<file path="config.mk">
export PLATFORM = sky130hd
export DESIGN_NAME = dcache_2way_flat
export DESIGN_NICKNAME = d
export VERILOG_FILES = /design/src/rtl/dcache_pkg.sv /design/src/rtl/dcache_2way_if.sv /design/src/rtl/dcache_way.sv /design/src/rtl/dcache_2way.sv /design/src/flat_wrapper.sv
export SDC_FILE = /design/constraint.sdc
export NUM_CORES = 2
export LEC_CHECK = 0
export ABC_AREA = 1
export CAP_MARGIN = 10
export CORE_MARGIN = 10
export CORE_UTILIZATION = 35
export CTS_CLUSTER_DIAMETER = 200
export CTS_CLUSTER_SIZE = 12
export DETAILED_ROUTE_END_ITERATION = 6
export GPL_TIMING_DRIVEN = 0
export PLACE_DENSITY = 0.53
export SKIP_LAST_GASP = 1
export SLEW_MARGIN = 20
export SYNTH_ARGS = -nofsm -noshare
export SYNTH_HDL_FRONTEND = slang
export SYNTH_HIERARCHICAL = 1
export SYNTH_MEMORY_MAX_BITS = 65536
export SYNTH_SLANG_ARGS = --single-unit
</file>
<file path="constraint.sdc">
create_clock -name clk -period 6.3 [get_ports clk]
set_input_delay 1.575 -clock clk [delete_from_list [all_inputs] [get_ports clk]]
set_output_delay 1.575 -clock clk [all_outputs]
set_load 0.005 [all_outputs]
</file>
<file path="src/rtl/dcache_pkg.sv">
// rtl/dcache_pkg.sv - geometry, FSM encodings and address-field helpers for dcache_2way
package dcache_pkg;

  localparam int CACHE_SETS       = 16;
  localparam int CACHE_LINE_WORDS = 4;
  localparam int CACHE_ADDR_W     = 32;

  localparam int OFF_W  = $clog2(CACHE_LINE_WORDS);
  localparam int IDX_W  = $clog2(CACHE_SETS);
  localparam int TAG_W  = CACHE_ADDR_W - IDX_W - OFF_W - 2;
  localparam int LINE_W = 32 * CACHE_LINE_WORDS;

  // FSM encodings
  localparam logic [1:0] ST_IDLE   = 2'd0;
  localparam logic [1:0] ST_REFILL = 2'd1;
  localparam logic [1:0] ST_WRITE  = 2'd2;

  function automatic logic [TAG_W-1:0] addr_tag(input logic [CACHE_ADDR_W-1:0] a);
    return a[CACHE_ADDR_W-1 -: TAG_W];
  endfunction

  function automatic logic [IDX_W-1:0] addr_idx(input logic [CACHE_ADDR_W-1:0] a);
    return a[2+OFF_W +: IDX_W];
  endfunction

  function automatic logic [OFF_W-1:0] addr_off(input logic [CACHE_ADDR_W-1:0] a);
    return a[2 +: OFF_W];
  endfunction

endpackage

</file>
<file path="src/rtl/dcache_2way_if.sv">
// rtl/dcache_2way_if.sv - backing-memory port of dcache_2way
//   mem_req/mem_we/mem_addr/mem_wdata : cache -> memory (master drives)
//   mem_ack/mem_rdata                 : memory -> cache (one-cycle ack, full refill line)
interface dcache_2way_if;
  import dcache_pkg::*;

  logic                    mem_req;
  logic                    mem_we;
  logic [CACHE_ADDR_W-1:0] mem_addr;
  logic [31:0]             mem_wdata;
  logic                    mem_ack;
  logic [LINE_W-1:0]       mem_rdata;

  modport master (
    output mem_req, mem_we, mem_addr, mem_wdata,
    input  mem_ack, mem_rdata
  );

  modport slave (
    input  mem_req, mem_we, mem_addr, mem_wdata,
    output mem_ack, mem_rdata
  );

endinterface

</file>
<file path="src/rtl/dcache_way.sv">
// rtl/dcache_way.sv - one way of the cache: valid, tag and data arrays
//   idx/tag/off        : decoded request address fields
//   hit/vld/rdata      : combinational lookup results for the addressed set
//   line_we/line_data  : install a full line (sets valid and tag)
//   word_we/word_data  : overwrite one word of a resident line
module dcache_way
  import dcache_pkg::*;
(
  input  logic              clk,
  input  logic              rst,
  input  logic [IDX_W-1:0]  idx,
  input  logic [TAG_W-1:0]  tag,
  input  logic [OFF_W-1:0]  off,
  output logic              hit,
  output logic              vld,
  output logic [31:0]       rdata,
  input  logic              line_we,
  input  logic [LINE_W-1:0] line_data,
  input  logic              word_we,
  input  logic [31:0]       word_data
);

  logic [CACHE_SETS-1:0] valid;
  logic [TAG_W-1:0]      tag_mem  [CACHE_SETS];
  logic [LINE_W-1:0]     data_mem [CACHE_SETS];

  assign vld   = valid[idx];
  assign hit   = valid[idx] && (tag_mem[idx] == tag);
  assign rdata = data_mem[idx][{off, 5'b0} +: 32];

  always_ff @(posedge clk or negedge rst) begin
    if (!rst) begin
      valid <= '0;
    end else if (line_we) begin
      valid[idx] <= 1'b1;
    end
  end

  // Tag and data storage carry no reset; valid gates every use of them.
  always_ff @(posedge clk) begin
    if (line_we) begin
      tag_mem[idx]  <= tag;
      data_mem[idx] <= line_data;
    end else if (word_we) begin
      data_mem[idx][{off, 5'b0} +: 32] <= word_data;
    end
  end

endmodule

</file>
<file path="src/rtl/dcache_2way.sv">
// rtl/dcache_2way.sv - two-way write-through, no-write-allocate data cache
//   clk/rst              : clock, asynchronous active-low reset
//   i_req/i_addr/dataW/memRW : access-stage request (held stable while o_stall)
//   o_data/o_stall       : read data (0-cycle on hit), pipeline freeze
//   mem                  : backing-memory port (line refill / word write)
module dcache_2way
  import dcache_pkg::*;
#(
  parameter int SETS       = CACHE_SETS,
  parameter int LINE_WORDS = CACHE_LINE_WORDS,
  parameter int ADDR_W     = CACHE_ADDR_W
) (
  input  logic              clk,
  input  logic              rst,
  input  logic              i_req,
  input  logic [ADDR_W-1:0] i_addr,
  input  logic [31:0]       dataW,
  input  logic              memRW,
  output logic [31:0]       o_data,
  output logic              o_stall,
  dcache_2way_if.master     mem
);

  localparam int LINE_BITS = 32 * LINE_WORDS;

  logic [1:0]           state;
  logic [SETS-1:0]      lru;      // names the least-recently-used way per set
  logic                 victim;   // way being refilled, latched at miss

  logic [TAG_W-1:0]     tag;
  logic [IDX_W-1:0]     idx;
  logic [OFF_W-1:0]     off;

  logic                 hit0, hit1, vld0, vld1;
  logic [31:0]          rd0, rd1;
  logic                 hit, hit_way, victim_sel;
  logic                 idle, is_read, is_write, refill_done;
  logic [LINE_BITS-1:0] line_data;
  logic                 unused;

  assign tag = addr_tag(i_addr);
  assign idx = addr_idx(i_addr);
  assign off = addr_off(i_addr);
  assign unused = ^i_addr[1:0];

  assign hit      = hit0 | hit1;
  assign hit_way  = hit1;
  assign idle     = (state == ST_IDLE);
  assign is_read  = i_req & ~memRW;
  assign is_write = i_req & memRW;
  assign refill_done = (state == ST_REFILL) & mem.mem_ack;
  assign line_data   = mem.mem_rdata;

  // Invalid way first (way0 preferred), otherwise the LRU way.
  assign victim_sel = !vld0 ? 1'b0 : (!vld1 ? 1'b1 : lru[idx]);

  dcache_way u_way0 (
    .clk(clk), .rst(rst), .idx(idx), .tag(tag), .off(off),
    .hit(hit0), .vld(vld0), .rdata(rd0),
    .line_we(refill_done & ~victim), .line_data(line_data),
    .word_we(idle & is_write & hit0), .word_data(dataW)
  );

  dcache_way u_way1 (
    .clk(clk), .rst(rst), .idx(idx), .tag(tag), .off(off),
    .hit(hit1), .vld(vld1), .rdata(rd1),
    .line_we(refill_done & victim), .line_data(line_data),
    .word_we(idle & is_write & hit1), .word_data(dataW)
  );

  always_comb begin
    o_stall = 1'b0;
    case (state)
      ST_IDLE:   o_stall = i_req & (memRW | ~hit);
      ST_REFILL: o_stall = 1'b1;
      ST_WRITE:  o_stall = ~mem.mem_ack;  // released in the ack cycle
      default:   o_stall = 1'b0;
    endcase
  end

  assign o_data = (idle & is_read & hit) ? (hit_way ? rd1 : rd0) : 32'd0;

  // Memory port is decoded from state; the request fields are held upstream.
  assign mem.mem_req   = (state == ST_REFILL) | (state == ST_WRITE);
  assign mem.mem_we    = (state == ST_WRITE);
  assign mem.mem_wdata = (state == ST_WRITE) ? dataW : 32'd0;

  always_comb begin
    mem.mem_addr = '0;
    case (state)
      ST_REFILL: mem.mem_addr = {i_addr[ADDR_W-1:OFF_W+2], {(OFF_W+2){1'b0}}};
      ST_WRITE:  mem.mem_addr = {i_addr[ADDR_W-1:2], 2'b00};
      default:   mem.mem_addr = '0;
    endcase
  end

  always_ff @(posedge clk or negedge rst) begin
    if (!rst) begin
      state  <= ST_IDLE;
      lru    <= '0;
      victim <= 1'b0;
    end else begin
      case (state)
        ST_IDLE: begin
          if (is_read) begin
            if (hit) begin
              lru[idx] <= ~hit_way;
            end else begin
              victim <= victim_sel;
              state  <= ST_REFILL;
            end
          end else if (is_write) begin
            if (hit) lru[idx] <= ~hit_way;
            state <= ST_WRITE;
          end
        end
        ST_REFILL: begin
          if (mem.mem_ack) begin
            lru[idx] <= ~victim;
            state    <= ST_IDLE;
          end
        end
        ST_WRITE: begin
          if (mem.mem_ack) state <= ST_IDLE;
        end
        default: state <= ST_IDLE;
      endcase
    end
  end

endmodule

</file>
<file path="src/flat_wrapper.sv">
// flat-port wrapper written by rule: the top's interface ports become plain ports
module dcache_2way_flat import dcache_pkg::*;
#(
  parameter int SETS       = CACHE_SETS,
  parameter int LINE_WORDS = CACHE_LINE_WORDS,
  parameter int ADDR_W     = CACHE_ADDR_W
)
  (clk, rst, i_req, i_addr, dataW, memRW, o_data, o_stall, mem_mem_req, mem_mem_we, mem_mem_addr, mem_mem_wdata, mem_mem_ack, mem_mem_rdata);
  dcache_2way_if mem_i ();
  input  logic clk;
  input  logic rst;
  input  logic i_req;
  input  logic [ADDR_W-1:0] i_addr;
  input  logic [31:0] dataW;
  input  logic memRW;
  output logic [31:0] o_data;
  output logic o_stall;
  output wire logic [$bits(mem_i.mem_req)-1:0] mem_mem_req;
  output wire logic [$bits(mem_i.mem_we)-1:0] mem_mem_we;
  output wire logic [$bits(mem_i.mem_addr)-1:0] mem_mem_addr;
  output wire logic [$bits(mem_i.mem_wdata)-1:0] mem_mem_wdata;
  input wire logic [$bits(mem_i.mem_ack)-1:0] mem_mem_ack;
  input wire logic [$bits(mem_i.mem_rdata)-1:0] mem_mem_rdata;
  assign mem_mem_req = mem_i.mem_req;
  assign mem_mem_we = mem_i.mem_we;
  assign mem_mem_addr = mem_i.mem_addr;
  assign mem_mem_wdata = mem_i.mem_wdata;
  assign mem_i.mem_ack = mem_mem_ack;
  assign mem_i.mem_rdata = mem_mem_rdata;
  dcache_2way #(.SETS(SETS), .LINE_WORDS(LINE_WORDS), .ADDR_W(ADDR_W)) u_core (.clk(clk), .rst(rst), .i_req(i_req), .i_addr(i_addr), .dataW(dataW), .memRW(memRW), .o_data(o_data), .o_stall(o_stall), .mem(mem_i));
endmodule
</file>
==> impl_metrics.tcl <==
set metrics [dict create \
    status "finished with violations" \
    violations "DRC, setup timing" \
    worst_slew_pin_slew_ps 1301 \
    rsz0062_at_grt "yes" \
    grt_pass1_wl_mm 1124 \
    synthTopCellsByArea "edfxtp_1 (76%), nand2_1 (7.0%), a22oi_1 (6.5%)" \
    htreeDepth 5 \
    min_period_over_period_pct 106.2 \
    p_total_mw 67.31 \
    gp_congestion 1.023 \
    ir_drop_v 0.0002409 \
    synth-edff-count 4864 \
    yosysTopAreaCellShare_pct 76.31 \
    clock_sinks 4915 \
    hold-path-cell-count 2 \
    antenna_left 0 \
    critPathKind "in -> out" \
    row_count 271 \
    hold_violations 0 \
    via_per_inst 6.165 \
    antenna_found_initial 94 \
    cts_root_buf "clkbuf_16" \
    dr.pass1.iters 7 \
    powerDensity_nw_per_um2 290.5 \
    wl_per_cell_um 38.23 \
    min_path_type "reg -> reg" \
    yosysSeqAreaShare_pct 76.98 \
    synthFlopType "edfxtp_1" \
    p_leak_nw 77.64 \
    reg2reg_depth 13 \
    dp.cells 21880 \
    synth_most_common_cell "edfxtp_1" \
    fin_skew_ps 147.8 \
    drv_slew 0 \
    startpoint_type "input pin" \
    dieWidth_um 759.5 \
    synth_commonest_cells "edfxtp_1 (4864), nand2_1 (3549), a22oi_1 (1664)" \
    ys_ff_latch 4915 \
    path_max_fanout 11 \
    dpl.hpwl_mm 611.6 \
    drt-initial-drc-count 24350 \
    track_usage_pct 28.35 \
    max-cap-violations 0 \
    grt-ovfl-total 0 \
    ios 296 \
    finalSetupViolCount 483 \
    cts_buffers 448 \
    cp_data_arrival_time_ps 5110 \
    nNetsFinal 15420 \
    cp-end-kind "primary output" \
    syn_area_um2 191400 \
    stdcell_count 22550 \
    fillerInstances 49090 \
    ys_types 35 \
    crit_required_ps 4720 \
    layout_min_cycle_time_ps 6690 \
    die_h_um 759.5 \
    clk_path_buf_depth 4 \
    grt_max_degree 37 \
    timing.hold.ws_ps 455.9 \
    grt_pass1_vias 124800 \
    syn_avg_cell_area_um2 13.78 \
    drc 1 \
    fmax_mhz 149.5 \
    final_util_pct 42.53 \
    clk_latency_ps 1130 \
    syn2layout_area_growth_pct 21.07 \
    die_area_um2 576900 \
    cts_tree "yes" \
    clk_pin_slew_ps 70 \
    setup_slack_ps -390.0 \
    yosys_warnings 6 \
    slew_headroom_pct 13.28 \
    synth_top_cell_by_area "edfxtp_1" \
    port_buffers 291 \
    drive_gt1_share_pct 15.35 \
    wirelength_mm 862.1 \
    async_flop_share_pct 1.038 \
    syn-instance-count 13890 \
    core-area_um2 544900 \
    tns_ps -34050 \
    dr_total_vias 139000 \
    initial_core_util_pct 35.13 \
]
[final cells by class]
class	count	area [um2]	share of cell area (%)
diodes	54	135.1	0.05831
plain buffers	885	5474	2.362
clock buffers	482	11440	4.939
clock inverters	23	412.9	0.1782
inverters	215	849.6	0.3666
multi-input cells	7876	42320	18.26
flip-flops and latches	4915	147300	63.58
well taps	7234	9051	3.906
repair buffers	867	14700	6.345
repair inverters	1	7.507	0.003240
[what timing repair did]
action	4_1_cts	5_1_grt
pin swaps	48	59
hold buffers	0	0
setup endpoints to repair	8333	3462
setup buffers	65	44
gates cloned	3	10
gates resized for setup	945	378
[metal layers]
layer / up-vias / GRT usage (%) / wire length (um)
met5: - / 0.08190 / 744
met4: 60 / 12.48 / 47050
met3: 2037 / 12.47 / 143400
met2: 11390 / 39.44 / 348900
met1: 70890 / 38.10 / 322000
li1: 54660 / - / -
[flip-flops by register name, indices dropped and copies added, names as in the netlist]
register,cells
u_core/u_way0/valid,16
u_core/u_way1/tag_mem,384
u_core/state,2
u_core/victim,1
u_core/u_way1/valid,16
u_core/u_way0/tag_mem,384
u_core/lru,16
u_core/u_way0/data_mem,2048
u_core/u_way1/data_mem,2048
[placed cells by master, fill, tap and decap left out, types with 221 or more instances in the layout]
cell type,n
buf_2,238
buf_12,221
edfxtp_1,4864
a22oi_1,1663
a31oi_1,253
nand2_1,3408
clkbuf_16,464
nor3_1,252
o21ai_0,265
a21oi_1,791
nand3_1,422
clkbuf_2,240
buf_16,240
[report_power, final]
| group | leakage, nW | internal (mW) | total, mW | switching (mW) |
|---|---|---|---|---|
| combinational | 27.6 | 1.64 | 6.44 | 4.79 |
| clock | 5.79 | 12.7 | 24.6 | 11.9 |
| sequential | 44.3 | 36.2 | 36.2 | 0.0710 |
| total | 77.6 | 50.5 | 67.3 | 16.8 |
[critical path, cell delays in order]
cell and delay (ps):
buf_12 170, inv_1 110, nand2_4 220, clkbuf_2 510, clkbuf_2 360, buf_16 230
a21oi_1 80, nor3_1 510, nand2_1 380, nand3_1 380, nand2_1 160, nand2_4 110
a21oi_4 80, buf_6 130
[final timing paths]
check | slack (ps) | startpoint | end
max | -390 | i_addr[6] | o_data[14]
max in group asynchronous | 5190 | rst | u_core/u_way1/valid[0]$_DFFE_PN0P_
max reg2reg | 560 | u_core/state[1]$_DFFE_PN0P_ | u_core/u_way0/data_mem[9][99]$_DFFE_PP_
min reg2reg | 460 | u_core/u_way0/valid[11]$_DFFE_PN0P_ | u_core/u_way0/valid[11]$_DFFE_PN0P_
min in group asynchronous | 530 | rst | u_core/lru[3]$_DFFE_PN0P_
min | 460 | u_core/u_way0/valid[11]$_DFFE_PN0P_ | u_core/u_way0/valid[11]$_DFFE_PN0P_
[cell families after synthesis]
logic type | Yosys count | share of synthesized area, %
AO/OA/AOI/OAI | 3138 | 10.61
adder cells (fa/ha/maj) | 15 | 0.09805
buffers and inverters | 1104 | 2.392
flip-flops | 4915 | 76.98
other | 1 | 0.001959
AND/OR/NAND/NOR | 4721 | 9.922
[per-stage QoR]
step	cell area [um2]	worst slack (ps)
final	231700	-390.0
after CTS	230100	-248.7
after floorplan	191400	270.1
after detailed placement	215300	-4977
after global placement	203400	-8124
after global routing	231600	-274.6
Power figures use the tool's default switching activity.
